**config.mk**
```make
export PLATFORM = sky130hd
export DESIGN_NAME = reg_file_ctrl
export DESIGN_NICKNAME = d
export VERILOG_FILES = /design/src/rtl/reg_file_ctrl_pkg.sv /design/src/rtl/reg_file_ctrl_alu.sv /design/src/rtl/reg_file_ctrl.sv
export SDC_FILE = /design/constraint.sdc
export NUM_CORES = 1
export LEC_CHECK = 0
export CAP_MARGIN = 0
export CORE_ASPECT_RATIO = 2
export CORE_MARGIN = 2
export CORE_UTILIZATION = 49
export DETAILED_ROUTE_END_ITERATION = 12
export GPL_TIMING_DRIVEN = 0
export PLACE_DENSITY = 0.91
export SYNTH_ARGS = -nofsm -noshare
export SYNTH_HDL_FRONTEND = slang
export SYNTH_SLANG_ARGS = --single-unit
```
**constraint.sdc**
```tcl
create_clock -name CLK -period 3.8 [get_ports CLK]
set_input_delay 0.38 -clock CLK [delete_from_list [all_inputs] [get_ports CLK]]
set_output_delay 0.38 -clock CLK [all_outputs]
set_load 0.05 [all_outputs]
```
**src/rtl/reg_file_ctrl_pkg.sv**
```systemverilog
// reg_file_ctrl_pkg
//   Shared definitions for the reg_file initiator: opcode values, instruction
//   field positions, ALU select codes and controller FSM states.
//   No ports; imported by reg_file_ctrl and reg_file_ctrl_alu.
package reg_file_ctrl_pkg;

    // Opcodes (INSTR[31:24])
    localparam logic [7:0] OP_LOADI = 8'h00;
    localparam logic [7:0] OP_MOV   = 8'h01;
    localparam logic [7:0] OP_ADD   = 8'h02;
    localparam logic [7:0] OP_SUB   = 8'h03;
    localparam logic [7:0] OP_AND   = 8'h04;
    localparam logic [7:0] OP_OR    = 8'h05;

    // Instruction field LSB positions
    localparam int unsigned OPC_LSB  = 24;
    localparam int unsigned DEST_LSB = 16;
    localparam int unsigned SRC1_LSB = 8;
    localparam int unsigned SRC2_LSB = 0;

    typedef enum logic [2:0] {
        ALU_FWD,
        ALU_ADD,
        ALU_SUB,
        ALU_AND,
        ALU_OR
    } alu_sel_t;

    typedef enum logic [2:0] {
        ST_IDLE,
        ST_READ,
        ST_EXEC,
        ST_WRITE,
        ST_ERR
    } state_t;

    function automatic logic op_known(input logic [7:0] op);
        return (op <= OP_OR);
    endfunction

    // mov forwards operand b (src2); loadi never goes through the ALU
    function automatic alu_sel_t op_to_alu(input logic [7:0] op);
        case (op)
            OP_ADD:  return ALU_ADD;
            OP_SUB:  return ALU_SUB;
            OP_AND:  return ALU_AND;
            OP_OR:   return ALU_OR;
            default: return ALU_FWD;
        endcase
    endfunction

endpackage

```
**src/rtl/reg_file_ctrl_alu.sv**
```systemverilog
// reg_file_ctrl_alu
//   Combinational W-bit ALU: forward b, a+b, a-b, a&b, a|b; all mod 2^W.
//   Ports: a, b (operands), sel (alu_sel_t), y (result).
module reg_file_ctrl_alu
    import reg_file_ctrl_pkg::*;
#(
    parameter int unsigned W = 8
) (
    input  logic [W-1:0] a,
    input  logic [W-1:0] b,
    input  alu_sel_t     sel,
    output logic [W-1:0] y
);

    always_comb begin
        y = '0;
        case (sel)
            ALU_FWD: y = b;
            ALU_ADD: y = a + b;
            ALU_SUB: y = a - b;
            ALU_AND: y = a & b;
            ALU_OR:  y = a | b;
            default: y = '0;
        endcase
    end

endmodule

```
**src/rtl/reg_file_ctrl.sv**
```systemverilog
// reg_file_ctrl
//   Initiator for an 8x8 reg_file: accepts one 32-bit instruction over
//   valid/ready, reads two operands, computes a result and issues one write.
//   Ports:
//     CLK, RESET (async, active-low)
//     INSTR[31:0], INSTR_VALID in; INSTR_READY out
//     READREG1/2 out, REGOUT1/2 in   - reg_file read side
//     WRITEREG, WRITEDATA, WRITEENABLE out - reg_file write side
//     DONE (pulse with write), ERROR (pulse on unknown opcode)
module reg_file_ctrl
    import reg_file_ctrl_pkg::*;
#(
    parameter int unsigned DATA_W = 8,
    parameter int unsigned ADDR_W = 3
) (
    input  logic              CLK,
    input  logic              RESET,
    input  logic [31:0]       INSTR,
    input  logic              INSTR_VALID,
    output logic              INSTR_READY,
    output logic [ADDR_W-1:0] READREG1,
    output logic [ADDR_W-1:0] READREG2,
    input  logic [DATA_W-1:0] REGOUT1,
    input  logic [DATA_W-1:0] REGOUT2,
    output logic [ADDR_W-1:0] WRITEREG,
    output logic [DATA_W-1:0] WRITEDATA,
    output logic              WRITEENABLE,
    output logic              DONE,
    output logic              ERROR
);

    state_t            state_q, state_d;
    logic              live_q;      // low until the first edge after reset release
    logic [7:0]        op_q;
    logic [ADDR_W-1:0] dest_q, src1_q, src2_q;
    logic [DATA_W-1:0] op_a_q, op_b_q, result_q;
    logic [DATA_W-1:0] alu_y;
    logic [7:0]        op_in;
    logic              accept;

    // Upper bits of the register index fields are don't-care
    logic unused_fields;
    assign unused_fields = ^{INSTR[23:16+ADDR_W], INSTR[15:8+ADDR_W]};

    assign op_in  = INSTR[OPC_LSB +: 8];
    assign accept = INSTR_READY & INSTR_VALID;

    always_ff @(posedge CLK or negedge RESET) begin
        if (!RESET) begin
            state_q <= ST_IDLE;
            live_q  <= 1'b0;
        end else begin
            state_q <= state_d;
            live_q  <= 1'b1;
        end
    end

    always_comb begin
        state_d     = state_q;
        INSTR_READY = 1'b0;
        WRITEENABLE = 1'b0;
        DONE        = 1'b0;
        ERROR       = 1'b0;
        case (state_q)
            ST_IDLE: begin
                INSTR_READY = live_q;
                if (INSTR_VALID && live_q) begin
                    if (op_in == OP_LOADI)  state_d = ST_WRITE;
                    else if (!op_known(op_in)) state_d = ST_ERR;
                    else                    state_d = ST_READ;
                end
            end
            ST_READ:  state_d = ST_EXEC;
            ST_EXEC:  state_d = ST_WRITE;
            ST_WRITE: begin
                WRITEENABLE = 1'b1;
                DONE        = 1'b1;
                state_d     = ST_IDLE;
            end
            ST_ERR: begin
                ERROR   = 1'b1;
                state_d = ST_IDLE;
            end
            default: state_d = ST_IDLE;
        endcase
    end

    // Operands are captured on the READ->EXEC edge (reg_file data has settled
    // during READ), the ALU evaluates them during EXEC and the result register
    // loads on the EXEC->WRITE edge, so a write to dest never feeds its own source.
    always_ff @(posedge CLK or negedge RESET) begin
        if (!RESET) begin
            op_q     <= '0;
            dest_q   <= '0;
            src1_q   <= '0;
            src2_q   <= '0;
            op_a_q   <= '0;
            op_b_q   <= '0;
            result_q <= '0;
        end else begin
            if (state_q == ST_IDLE && accept) begin
                op_q   <= op_in;
                dest_q <= INSTR[DEST_LSB +: ADDR_W];
                src1_q <= INSTR[SRC1_LSB +: ADDR_W];
                src2_q <= INSTR[SRC2_LSB +: ADDR_W];
                if (op_in == OP_LOADI)
                    result_q <= INSTR[SRC2_LSB +: DATA_W];
            end
            if (state_q == ST_READ) begin
                op_a_q <= REGOUT1;
                op_b_q <= REGOUT2;
            end
            if (state_q == ST_EXEC)
                result_q <= alu_y;
        end
    end

    reg_file_ctrl_alu #(.W(DATA_W)) u_alu (
        .a   (op_a_q),
        .b   (op_b_q),
        .sel (op_to_alu(op_q)),
        .y   (alu_y)
    );

    assign READREG1  = src1_q;
    assign READREG2  = src2_q;
    assign WRITEREG  = dest_q;
    assign WRITEDATA = result_q;

endmodule

```
==> flow_summary.json <==
{
  "p_sw_share_pct": 47.90,
  "ir_worst_vdd_v": 0.0006731,
  "grt_pass1_wl_um": 11210,
  "fp.dieH_um": 108.6,
  "grt_pass1_vias": 2434,
  "synth_enable_flop_cells": 0,
  "cp_slowest_stage_delay_ns": 0.56,
  "clock_sinks": 45,
  "wl_per_cell_um": 17.78,
  "cp_max_fo": 8,
  "core_um2": 5373,
  "hpwl_um": 5517,
  "critPathKind": "reg -> reg",
  "cts_buffers": 5,
  "drive_gt1_share_pct": 17.17,
  "pwr-share-clk_pct": 10.4,
  "worst_slack_ns": 0.1746,
  "finalPower_mw": 3.487,
  "power_switching_mw": 1.670,
  "antenna_found_initial": 0,
  "cts_tree": "done",
  "gr-total-overflow": 0,
  "slew_viol_final": 0,
  "setup_viol": 0,
  "drt_iter0_markers": 48,
  "max_slew_margin_pct": 56.76,
  "place_congestion": 0.9198,
  "postCtsSetupBuffers": 0,
  "cts_max_level": 2,
  "clockRootBuffer": "clkbuf_8",
  "ys_seq_elements": 45,
  "layout_min_cycle_time_ns": 3.625,
  "area_delta_synth_final_pct": 30.67,
  "clk_pin_slew_ns": 0.09,
  "final_common_cell": "clkdlybuf4s50_1",
  "min_period_over_period_pct": 95.41,
  "clock.fmax_ghz": 0.2758,
  "cts_resized": 0,
  "grt_max_degree": 41,
  "ctsHoldBuffers": 1,
  "critical-path-slowest-cell": "or4_4",
  "die_w_um": 56.30,
  "syn_inst": 261,
  "dp_cells": 383,
  "yosysWarningCount": 0,
  "crit_chain": "or4_4, nor4_4, nand2_1, o21ai_0, inv_1, ha_1, nor2b_1, o21ai_0, a2111oi_4, a21o_1, a221oi_1, o21ai_0",
  "p_leak_nw": 1.415,
  "vias": 2320,
  "clock_latency_ns": 0.31,
  "cp_data_arrival_time_ns": 3.81,
  "cp.required_ns": 3.98,
  "grt_usage_pct": 24.09,
  "p_seq_share_pct": 26.3,
  "dieArea_um2": 6113,
  "start_kind": "register",
  "yosys_most_used_dff": "dfrtp_1",
  "rows": 38,
  "syn_area_um2": 2680,
  "preCtsSetupSlack_ns": 0.1892,
  "hp-class": "in -> async",
  "dr.pass1.iters": 4,
  "layout_common_cells": "clkdlybuf4s50_1, dfrtp_1, mux2_2, o21ai_0, nand2_1",
  "syn_area_per_cell_um2": 10.27,
  "comb_power_share_pct": 63.3,
  "hold_ws_ns": 0.4595,
  "rsz0062_at_grt": "no",
  "tightest_slew_ns": 0.6487,
  "drv_cap": 0,
  "clockBufferDepth": 2,
  "detail_route.vias_per_cell": 5.918,
  "status": "finished, final reports clean",
  "ios": 72,
  "ys_types": 46,
  "power_density_nw_per_um2": 995.7,
  "wirelength_um": 6968,
  "ys_seq_area_share_pct": 42.02,
  "async_flop_share_pct": 100.0,
  "hold_viol": 0,
  "antenna_left": 0,
  "fin_cells": 392,
  "end_kind": "register",
  "crit_top_cell": "o21ai_0",
  "nets": 393,
  "diodes": 0,
  "fin_skew_ns": 0.01300,
  "drc": 0,
  "start_util_pct": 49.88,
  "power.internal_mw": 1.817,
  "synth_nets": 323,
  "portBuffers": 61,
  "finalSetupTns_ns": 0
}
[through the flow]
step	utilization, %	cell area, µm²
after detailed placement	62.93	3381
after CTS	65.18	3502
final	65.18	3502
after global routing	65.18	3502
after floorplan	-	2680
after global placement	62.65	3366
[final timing paths]
check / startpoint / endpoint / slack (ns) / depth (start not counted)
worst max-delay path: op_q[3] / WRITEDATA[3] / 0.17 / 12
max in group asynchronous: RESET / op_a_q[4] / 2.88 / 3
worst max register to register: op_q[3] / WRITEDATA[3] / 0.17 / 12
worst min-delay path: RESET / WRITEDATA[5] / 0.46 / 2
worst min register to register: READREG2[1] / READREG2[1] / 0.51 / 1
min in group CLK: READREG2[1] / READREG2[1] / 0.51 / 1
[synthesized netlist by cell type, drive strengths merged, types with 7 or more instances]
| cell | number | area (µm²) |
|---|---|---|
| dfrtp | 45 | 1126 |
| mux2 | 32 | 360.4 |
| o21ai | 24 | 120.1 |
| nand2 | 20 | 75.07 |
| nor2 | 18 | 67.56 |
| a21oi | 12 | 60.06 |
| ha | 10 | 125.1 |
| nor3 | 10 | 61.31 |
| clkbuf | 8 | 30.03 |
| buf | 7 | 43.79 |
| inv | 7 | 26.28 |
[cell type report]
cell class	instances	area, µm²
inverters	7	26.28
clock inverters	2	38.79
multi-input cells	194	1454
repair buffers	63	635.6
fillers	429	1871
plain buffers	15	73.82
well taps	60	75.07
clock buffers	6	72.57
flip-flops and latches	45	1126
[power groups by stage]
| stage | Combinational [mW] | Clock, mW | Sequential (mW) |
|---|---|---|---|
| 6_report | 2.21 | 0.362 | 0.918 |
| 5_1_grt | 2.38 | 0.392 | 0.944 |
| 2_1_floorplan | 1.30 | 0 | 1.18 |
| 3_5_place_dp | 2.19 | 0 | 0.924 |
| 4_1_cts | 2.20 | 0.371 | 0.914 |
| 3_3_place_gp | 2.13 | 0 | 0.910 |
[flip-flops by register name (all words and copies together), names as in the netlist]
signal	count
op_q	8
op_b_q	8
READREG1	3
WRITEREG	3
READREG2	3
state_q	3
live_q	1
op_a_q	8
WRITEDATA	8
[cells by family after synthesis]
kind of cell | count (synthesis) | share of synthesized area [%]
xor gates and xnor gates | 7 | 2.288
buffers and inverters | 22 | 3.735
other | 1 | 0.1399
and+or+nand+nor | 70 | 13.91
AOI/OAI and AO/OA | 69 | 17.55
DFF | 45 | 42.02
adders and majority gates | 11 | 5.416
muxes | 36 | 14.94
[layer usage]
layer / vias to the layer above / track usage (%) / share of wire [%]
met1: 1135 / 24.37 / 34
li1: 1092 / - / -
met3: 21 / 3.230 / 3.2
met5: - / 0 / 0
met4: 0 / 14.29 / 4.0
met2: 72 / 45.55 / 58
[critical path, delay by kind of cell, from the launching register on]
family / cells / cell delay, ns
buffers and inverters: 1 / 0.09
adder cells (fa/ha/maj): 1 / 0.27
AND/OR/NAND/NOR: 4 / 1.25
AO/OA/AOI/OAI: 6 / 1.52
flip-flops: 1 / 0.38
Note: power is estimated with default switching activity, not from simulation.
